--- config.mk ---
export PLATFORM = sky130hd
export DESIGN_NAME = trdb_word_buffer
export DESIGN_NICKNAME = d
export VERILOG_FILES = /design/src/rtl/trdb_pkg.sv /design/src/rtl/trdb_word_buffer.sv
export SDC_FILE = /design/constraint.sdc
export NUM_CORES = 1
export LEC_CHECK = 0
export CAP_MARGIN = 30
export CORE_MARGIN = 10
export CORE_UTILIZATION = 66
export DETAILED_ROUTE_END_ITERATION = 16
export GPL_TIMING_DRIVEN = 0
export MAX_ROUTING_LAYER = met4
export PLACE_DENSITY = 0.83
export SYNTH_ARGS = -nofsm -noshare
export SYNTH_HDL_FRONTEND = slang
export SYNTH_SLANG_ARGS = --single-unit
--- constraint.sdc ---
create_clock -name clk_i -period 4.2 [get_ports clk_i]
set_input_delay 0.63 -clock clk_i [delete_from_list [all_inputs] [get_ports clk_i]]
set_output_delay 0.63 -clock clk_i [all_outputs]
set_load 0.01 [all_outputs]
--- src/rtl/trdb_pkg.sv ---
// trdb_pkg
// Shared widths for the trace debug datapath (aligner, word buffer, readout).
// No ports; imported by the trace blocks.
package trdb_pkg;

    localparam int unsigned TRDB_WORD_LEN     = 32;
    localparam int unsigned TRDB_DROP_CNT_LEN = 16;

endpackage : trdb_pkg

--- src/rtl/trdb_word_buffer.sv ---
// trdb_word_buffer
// Elastic FIFO between the packet-to-word aligner and a ready/valid consumer.
// The aligner cannot be stalled, so a word arriving while the buffer is full
// and nothing is being popped is dropped, counted and flagged.
//
// Ports:
//   clk_i           clock
//   rst_ni          asynchronous active-low reset
//   flush_i         synchronous discard of all stored words
//   data_i/valid_i  word strobe from the aligner (no backpressure)
//   data_o/valid_o  head word, first-word-fall-through, qualified by valid_o
//   ready_i         consumer accepts data_o this cycle
//   level_o         number of stored words
//   watermark_o     level_o >= WATERMARK
//   overflow_o      sticky drop flag
//   drop_count_o    saturating dropped-word count
//   overflow_clr_i  clears overflow_o and drop_count_o
module trdb_word_buffer
    import trdb_pkg::*;
#(
    parameter int unsigned DEPTH     = 16,
    parameter int unsigned WATERMARK = 8
) (
    input  logic                         clk_i,
    input  logic                         rst_ni,
    input  logic                         flush_i,
    input  logic [TRDB_WORD_LEN-1:0]     data_i,
    input  logic                         valid_i,
    output logic [TRDB_WORD_LEN-1:0]     data_o,
    output logic                         valid_o,
    input  logic                         ready_i,
    output logic [$clog2(DEPTH):0]       level_o,
    output logic                         watermark_o,
    output logic                         overflow_o,
    output logic [TRDB_DROP_CNT_LEN-1:0] drop_count_o,
    input  logic                         overflow_clr_i
);

    localparam int unsigned PTR_W = $clog2(DEPTH);
    localparam int unsigned LVL_W = PTR_W + 1;

    logic [TRDB_WORD_LEN-1:0]     r_mem [DEPTH];
    logic [PTR_W-1:0]             r_wr_ptr;
    logic [PTR_W-1:0]             r_rd_ptr;
    logic [LVL_W-1:0]             r_level;
    logic                         r_overflow;
    logic [TRDB_DROP_CNT_LEN-1:0] r_drop_count;

    logic w_full;
    logic w_empty;
    logic w_pop;
    logic w_push;
    logic w_drop;

    assign w_full  = (r_level == LVL_W'(DEPTH));
    assign w_empty = (r_level == '0);
    assign w_pop   = ~w_empty & ready_i;
    // A pop in the same cycle frees a slot, so a full buffer still accepts.
    assign w_push  = valid_i & (~w_full | w_pop);
    // Words discarded by a flush are not drops.
    assign w_drop  = valid_i & w_full & ~w_pop & ~flush_i;

    // Storage is reset so data_o reads zero out of reset.
    always_ff @(posedge clk_i or negedge rst_ni) begin
        if (!rst_ni) begin
            for (int i = 0; i < int'(DEPTH); i++) begin
                r_mem[i] <= '0;
            end
        end else if (w_push && !flush_i) begin
            r_mem[r_wr_ptr] <= data_i;
        end
    end

    always_ff @(posedge clk_i or negedge rst_ni) begin
        if (!rst_ni) begin
            r_wr_ptr <= '0;
            r_rd_ptr <= '0;
            r_level  <= '0;
        end else if (flush_i) begin
            r_wr_ptr <= '0;
            r_rd_ptr <= '0;
            r_level  <= '0;
        end else begin
            if (w_push) begin
                r_wr_ptr <= r_wr_ptr + PTR_W'(1);
            end
            if (w_pop) begin
                r_rd_ptr <= r_rd_ptr + PTR_W'(1);
            end
            if (w_push && !w_pop) begin
                r_level <= r_level + LVL_W'(1);
            end else if (w_pop && !w_push) begin
                r_level <= r_level - LVL_W'(1);
            end
        end
    end

    // A drop coinciding with a clear wins: the new drop is the first one
    // counted after the clear.
    always_ff @(posedge clk_i or negedge rst_ni) begin
        if (!rst_ni) begin
            r_overflow   <= 1'b0;
            r_drop_count <= '0;
        end else if (w_drop) begin
            r_overflow <= 1'b1;
            if (overflow_clr_i) begin
                r_drop_count <= TRDB_DROP_CNT_LEN'(1);
            end else if (r_drop_count != '1) begin
                r_drop_count <= r_drop_count + TRDB_DROP_CNT_LEN'(1);
            end
        end else if (overflow_clr_i) begin
            r_overflow   <= 1'b0;
            r_drop_count <= '0;
        end
    end

    assign data_o       = r_mem[r_rd_ptr];
    assign valid_o      = ~w_empty;
    assign level_o      = r_level;
    assign watermark_o  = (r_level >= LVL_W'(WATERMARK));
    assign overflow_o   = r_overflow;
    assign drop_count_o = r_drop_count;

endmodule : trdb_word_buffer

# Word level (Yosys, flattened, before mapping)
# Cells that the tools add are included.
# classes
order_cmp	4
n_reduce_logical	14
add_sub_neg	5
eq_ne	2
n_mux	19
n_bitwise	12
# op_table
op	n
$bwmux 512	1
$bmux 32 s4	1
$demux 32 s4	1
$mux 32	3
$mux 16	4
$add 16x1->16 const B	1
$mux 4	4
$ne 16x16->1 const B	1
$mux 5	3
$ge 5x5->1 const B	2
$not 4->5	2
$add 4x1->4 const B	2
$reduce_bool 2->1	4
$add 5x1->5 const B	1
$and 1x1->1	5
$eq 5x5->1 const B	1
$ge 5x4->1 const B	1
$logic_not 5->1	1
$lt 5x1->1 const B	1
$sub 5x1->5 const B	1
$logic_and 1x1->1	4
$not 1->1	4
$logic_not 1->1	3
$reduce_bool 3->1	1
3 further kinds	4
# word_totals
out_inout_bits	56
regBits	542
elab_cells	77

# Longest topological paths before layout
# logic_depth
ltp_word	10
ltp_mapped	10
ltp_nobuf	10

# Worst setup path before layout
# Ideal clock, no wire load.
# synth_path
path_kind	reg2reg
start	register r_level[0], in the netlist level_o[0]
end	register r_level[4], in the netlist level_o[4]
period_less_slack_ns	2.687
setup_ns	0.078
n_path_buf	0
setup_slack_ns	1.513
t_required_ns	4.122
stages_incl_launch_ff	11
arrival_time_ns	2.609
cell_sequence	dfrtp_1 -> nor4_4 -> nand2b_1 -> nand2_1 -> nand3_1 -> fa_1 -> a21o_1 -> a21oi_1 -> nor3b_1 -> o21bai_1 -> a21oi_1
# synth_via
elab_chain_cells	8
# synth_rtl
element	line	rtl
start: declaration	trdb_word_buffer.sv:45	logic [LVL_W-1:0] r_level;
start signal: assignment	trdb_word_buffer.sv:91	r_level <= r_level + LVL_W'(1);
start signal: assignment	trdb_word_buffer.sv:93	r_level <= r_level - LVL_W'(1);
$logic_not 5->1 (*)	trdb_word_buffer.sv:56	assign w_empty = (r_level == '0);
$not 1->1 (*)	n/a	
named net valid_o	trdb_word_buffer.sv:30	output logic valid_o,
$and 1x1->1 (*)	trdb_word_buffer.sv:57	assign w_pop = ~w_empty & ready_i;
$or 1x1->1	trdb_word_buffer.sv:59	assign w_push = valid_i & (~w_full | w_pop);
$and 1x1->1	trdb_word_buffer.sv:59	
$logic_and 1x1->1 / $logic_not 1->1 (equally long branches)	trdb_word_buffer.sv:90, trdb_word_buffer.sv:92	
$mux 5 / $logic_and 1x1->1 (equally long branches)	trdb_word_buffer.sv:90, trdb_word_buffer.sv:92	
$mux 5 / $reduce_bool 3->1 (equally long branches)	n/a	
# Mark *: on every way through the listed nets, which the timed path passes. The rest lies on a longest branch. The select of a mux whose other input is x is not followed.
# A chain may end at the register's enable or synchronous reset.

# Worst setup path after layout
# layout_path
start	register r_rd_ptr[0]
end	output port data_o[29]
# layout_via
elab_chain_cells	4
# layout_rtl
element	line	rtl
start: declaration	trdb_word_buffer.sv:44	logic [PTR_W-1:0] r_rd_ptr;
start signal: assignment	trdb_word_buffer.sv:88	r_rd_ptr <= r_rd_ptr + PTR_W'(1);
$not 4->5 (implied by the code)	trdb_word_buffer.sv:117	assign data_o = r_mem[r_rd_ptr];
$bmux 32 s4	trdb_word_buffer.sv:117	
$mux 32 (implied by the code) (2 in series)	trdb_word_buffer.sv:117	
end: declaration	trdb_word_buffer.sv:29	output logic [TRDB_WORD_LEN-1:0] data_o,
# Every way passes these cells. The select of a mux whose other input is x is not followed.

==> flow_metrics.env <==
export IMPL_hold_path_class="in2async"
export IMPL_synth_avg_cell_area_sq_um=16.3
export IMPL_design_die_area_sq_um=45600
export IMPL_final_period_utilization=0.984
export IMPL_synth_cell_types=51
export IMPL_drive_gt1_frac=0.416
export IMPL_first_iter_violations=1174
export IMPL_worst_slack_ns=0.0675
export IMPL_synth_compound_area_share=0.00763
export IMPL_clockPowerShare=0.332
export IMPL_syn_inst=1519
export IMPL_setup_worst_path_class="reg2out"
export IMPL_finalClockSkew_ns=0.00874
export IMPL_cts_made_buffers=54
export IMPL_syn_nets=1568
export IMPL_vdd_drop_max_mv=0.442
export IMPL_grt_max_degree=130
export IMPL_start_kind="flip-flop"
export IMPL_max_freq_ghz=0.242
export IMPL_r2r_slack_ns=1.03
export IMPL_synth_area_top_cells="dfrtp_1 55%, mux2_2 17%, mux4_2 15%"
export IMPL_power_mw=14.3
export IMPL_grt_pass1_wl_mm=90.8
export IMPL_cp_required_ns=3.57
export IMPL_end_kind="primary output"
export IMPL_reg2reg_depth=10
export IMPL_nets=1728
export IMPL_synth_top_family_by_area="multiplexers"
export IMPL_critPathMaxStageDelay_ns=0.56
export IMPL_maxCapViolCount=0
export IMPL_track_usage=0.272
export IMPL_tightest_slew_ns=0.973
export IMPL_cts_sinks=542
export IMPL_cts_buffer_depth=3
export IMPL_yosysWarnings=0
export IMPL_rsz0062_at_grt="yes"
export IMPL_rr_startpoint="level_o[0]"
export IMPL_cp_common_cell="mux4_2"
export IMPL_hold_viol=0
export IMPL_cp_arrival_ns=3.50
export IMPL_gp_congestion=0.859
export IMPL_drtPass1Iterations=5
export IMPL_critical_path_peak_fanout=10
export IMPL_hpwlAfterDp_mm=37.6
export IMPL_routed_wl_mm=58.4
export IMPL_timing_rr_end="level_o[4]"
export IMPL_num_io_pins=94
export IMPL_clock_latency_ns=0.60
export IMPL_seqPwrFrac=0.430
export IMPL_synth_xor_area_share=0.00566
export IMPL_setup_viol=0
export IMPL_synth_flop_cell="dfrtp_1"
export IMPL_yosys_area_share_simple=0.0237
export IMPL_core_sq_um=36800
export IMPL_htreeDepth=2
export IMPL_antenna_found_initial=0
export IMPL_yosys_area_top_type="dfrtp_1"
export IMPL_synthTopCellsByCount="542 x dfrtp_1, 377 x mux2_2, 160 x mux4_2"
export IMPL_p_int_mw=10.5
export IMPL_via_per_inst=6.56
export IMPL_clkTransAtPathRegs_ns=0.06
export IMPL_utilization=0.769
export IMPL_drcViolationCount=0
export IMPL_syn_area_sq_um=24700
export IMPL_cp_cell_sequence="clkbuf_1, clkbuf_2, buf_2, mux4_2, mux4_2, clkdlybuf4s50_1"
export IMPL_power_switching_mw=3.86
export IMPL_ant_nets=0
export IMPL_synthMuxAreaShare=0.381
export IMPL_hold_ws_ns=0.0451
export IMPL_crit_family="buffers and inverters"
export IMPL_die_h_microns=214
export IMPL_num_rows=70
export IMPL_relSlewSlack=0.351
export IMPL_status="finished, final reports clean"
export IMPL_cp_slowest_cell="mux4_2"
export IMPL_slew_viol_final=0
export IMPL_post_route_min_period_ns=4.13
export IMPL_post_drt_wl_per_cell_microns=26.7
export IMPL_p_comb_frac=0.239
export IMPL_initial_core_util=0.673
export IMPL_post_cts_buffers=0
export IMPL_clock_root_buffer="clkbuf_16"
export IMPL_place_ws_ns=0.340
export IMPL_cts_tree="done"
export IMPL_cts_hold_buf=0
export IMPL_postCtsResizedCells=15
export IMPL_powerDensity_nw_per_um2=506
export IMPL_n_antenna_cell=0
export IMPL_synth_seq_cells=542
export IMPL_syn2layout_area_growth_pct=14.3
export IMPL_crit_buf_inv=4
export IMPL_synth_edf_count=0
export IMPL_port_buffers=93
export IMPL_synth_most_common_cell="dfrtp_1"
export IMPL_grt_pass1_vias=15200
export IMPL_synth_top_area_share=0.548
export IMPL_die_x_microns=214
export IMPL_gr_total_overflow=0
export IMPL_vias=14300
export IMPL_yosysSeqAreaShare=0.548
export IMPL_synth_fa_ha_area_frac=0.00586
export IMPL_switching_share=0.270
export IMPL_async_flop_share=1.00
export IMPL_p_leak_nw=13.3
layer usage:
metal,GRT usage,routed length [microns]
met1,0.354,24000
met5,-,0
met4,0.0836,1760
met3,0.0567,3730
met2,0.429,28900
worst max-delay path by stage:
stage,slack [ns],endpoint,startpoint,cells past startpoint
final,0.07,data_o[29],r_rd_ptr[0],6
after floorplan,1.51,level_o[4],level_o[0],10
after CTS,0.003,data_o[0],r_rd_ptr[0],6
after global placement,-20.48,overflow_o,rst_ni,1
after global routing,-0.07,data_o[8],r_rd_ptr[0],6
after detailed placement,0.34,data_o[17],r_rd_ptr[0],6
state kept, by name, summed over array words and instances (netlist names):
register and flops:
drop_count_o 16, level_o 5, overflow_o 1, r_mem 512
r_rd_ptr 4, r_wr_ptr 4
kinds of logic (layout without fill, tap and decap cells):
group           Yosys count  in the layout
mux                     678            678
flops                   542            542
buf+inv                 136            336
simple gates            107            107
compound gates           29             29
xor+xnor                 16             16
fa+ha+maj                11             11
cells in the final DEF, fill, tap and decap left out, types with 4 or more instances in the layout:
cell             count
buf_1                4
buf_6               11
a21oi_1             11
nand3_1             26
nand4_1              5
o21ai_0              4
clkbuf_8            21
nor2b_1              4
buf_4               20
nor2_1              21
ha_1                10
buf_16               6
xor2_1               5
mux2_2             377
clkinv_2             8
nand2_1             14
inv_1                7
mux4_2             160
xnor2_1             11
clkbuf_1            60
mux2_1             139
clkbuf_16           55
clkbuf_2            12
clkdlybuf4s50_1     92
buf_2               32
buf_8                5
nor4_1               4
dfrtp_1            542
nor3_1               6
nand2b_1             4
layout make-up:
class                   count  area [sq um]
plain buffers             129           693
clock buffers              86          1700
clock inverters            10          57.6
fillers                  2158          8490
inverters                   7          26.3
multi-input cells         841         10500
flip-flops and latches    542         13600
well taps                 468           586
repair buffers            104          1170
power groups by stage:
stage | clock network (mW) | registers [mW] | logic (mW)
final | 4.74 | 6.15 | 3.42
after global routing | 5.03 | 6.21 | 3.65
after CTS | 4.80 | 6.14 | 3.47
after detailed placement | 0 | 6.23 | 3.42
after global placement | 0 | 6.21 | 3.28
after floorplan | 0 | 6.12 | 2.12
through the flow:
stage                     TNS, ns  cell area, sq um  std cells
final                           0             28300       2187
after global routing       -0.542             28300       2187
after CTS                       0             28300       2185
after detailed placement        0             26500       2089
after global placement          -             26300       2080
after floorplan                 0             24800       1519
Note: power is estimated with default switching activity, not from simulation.
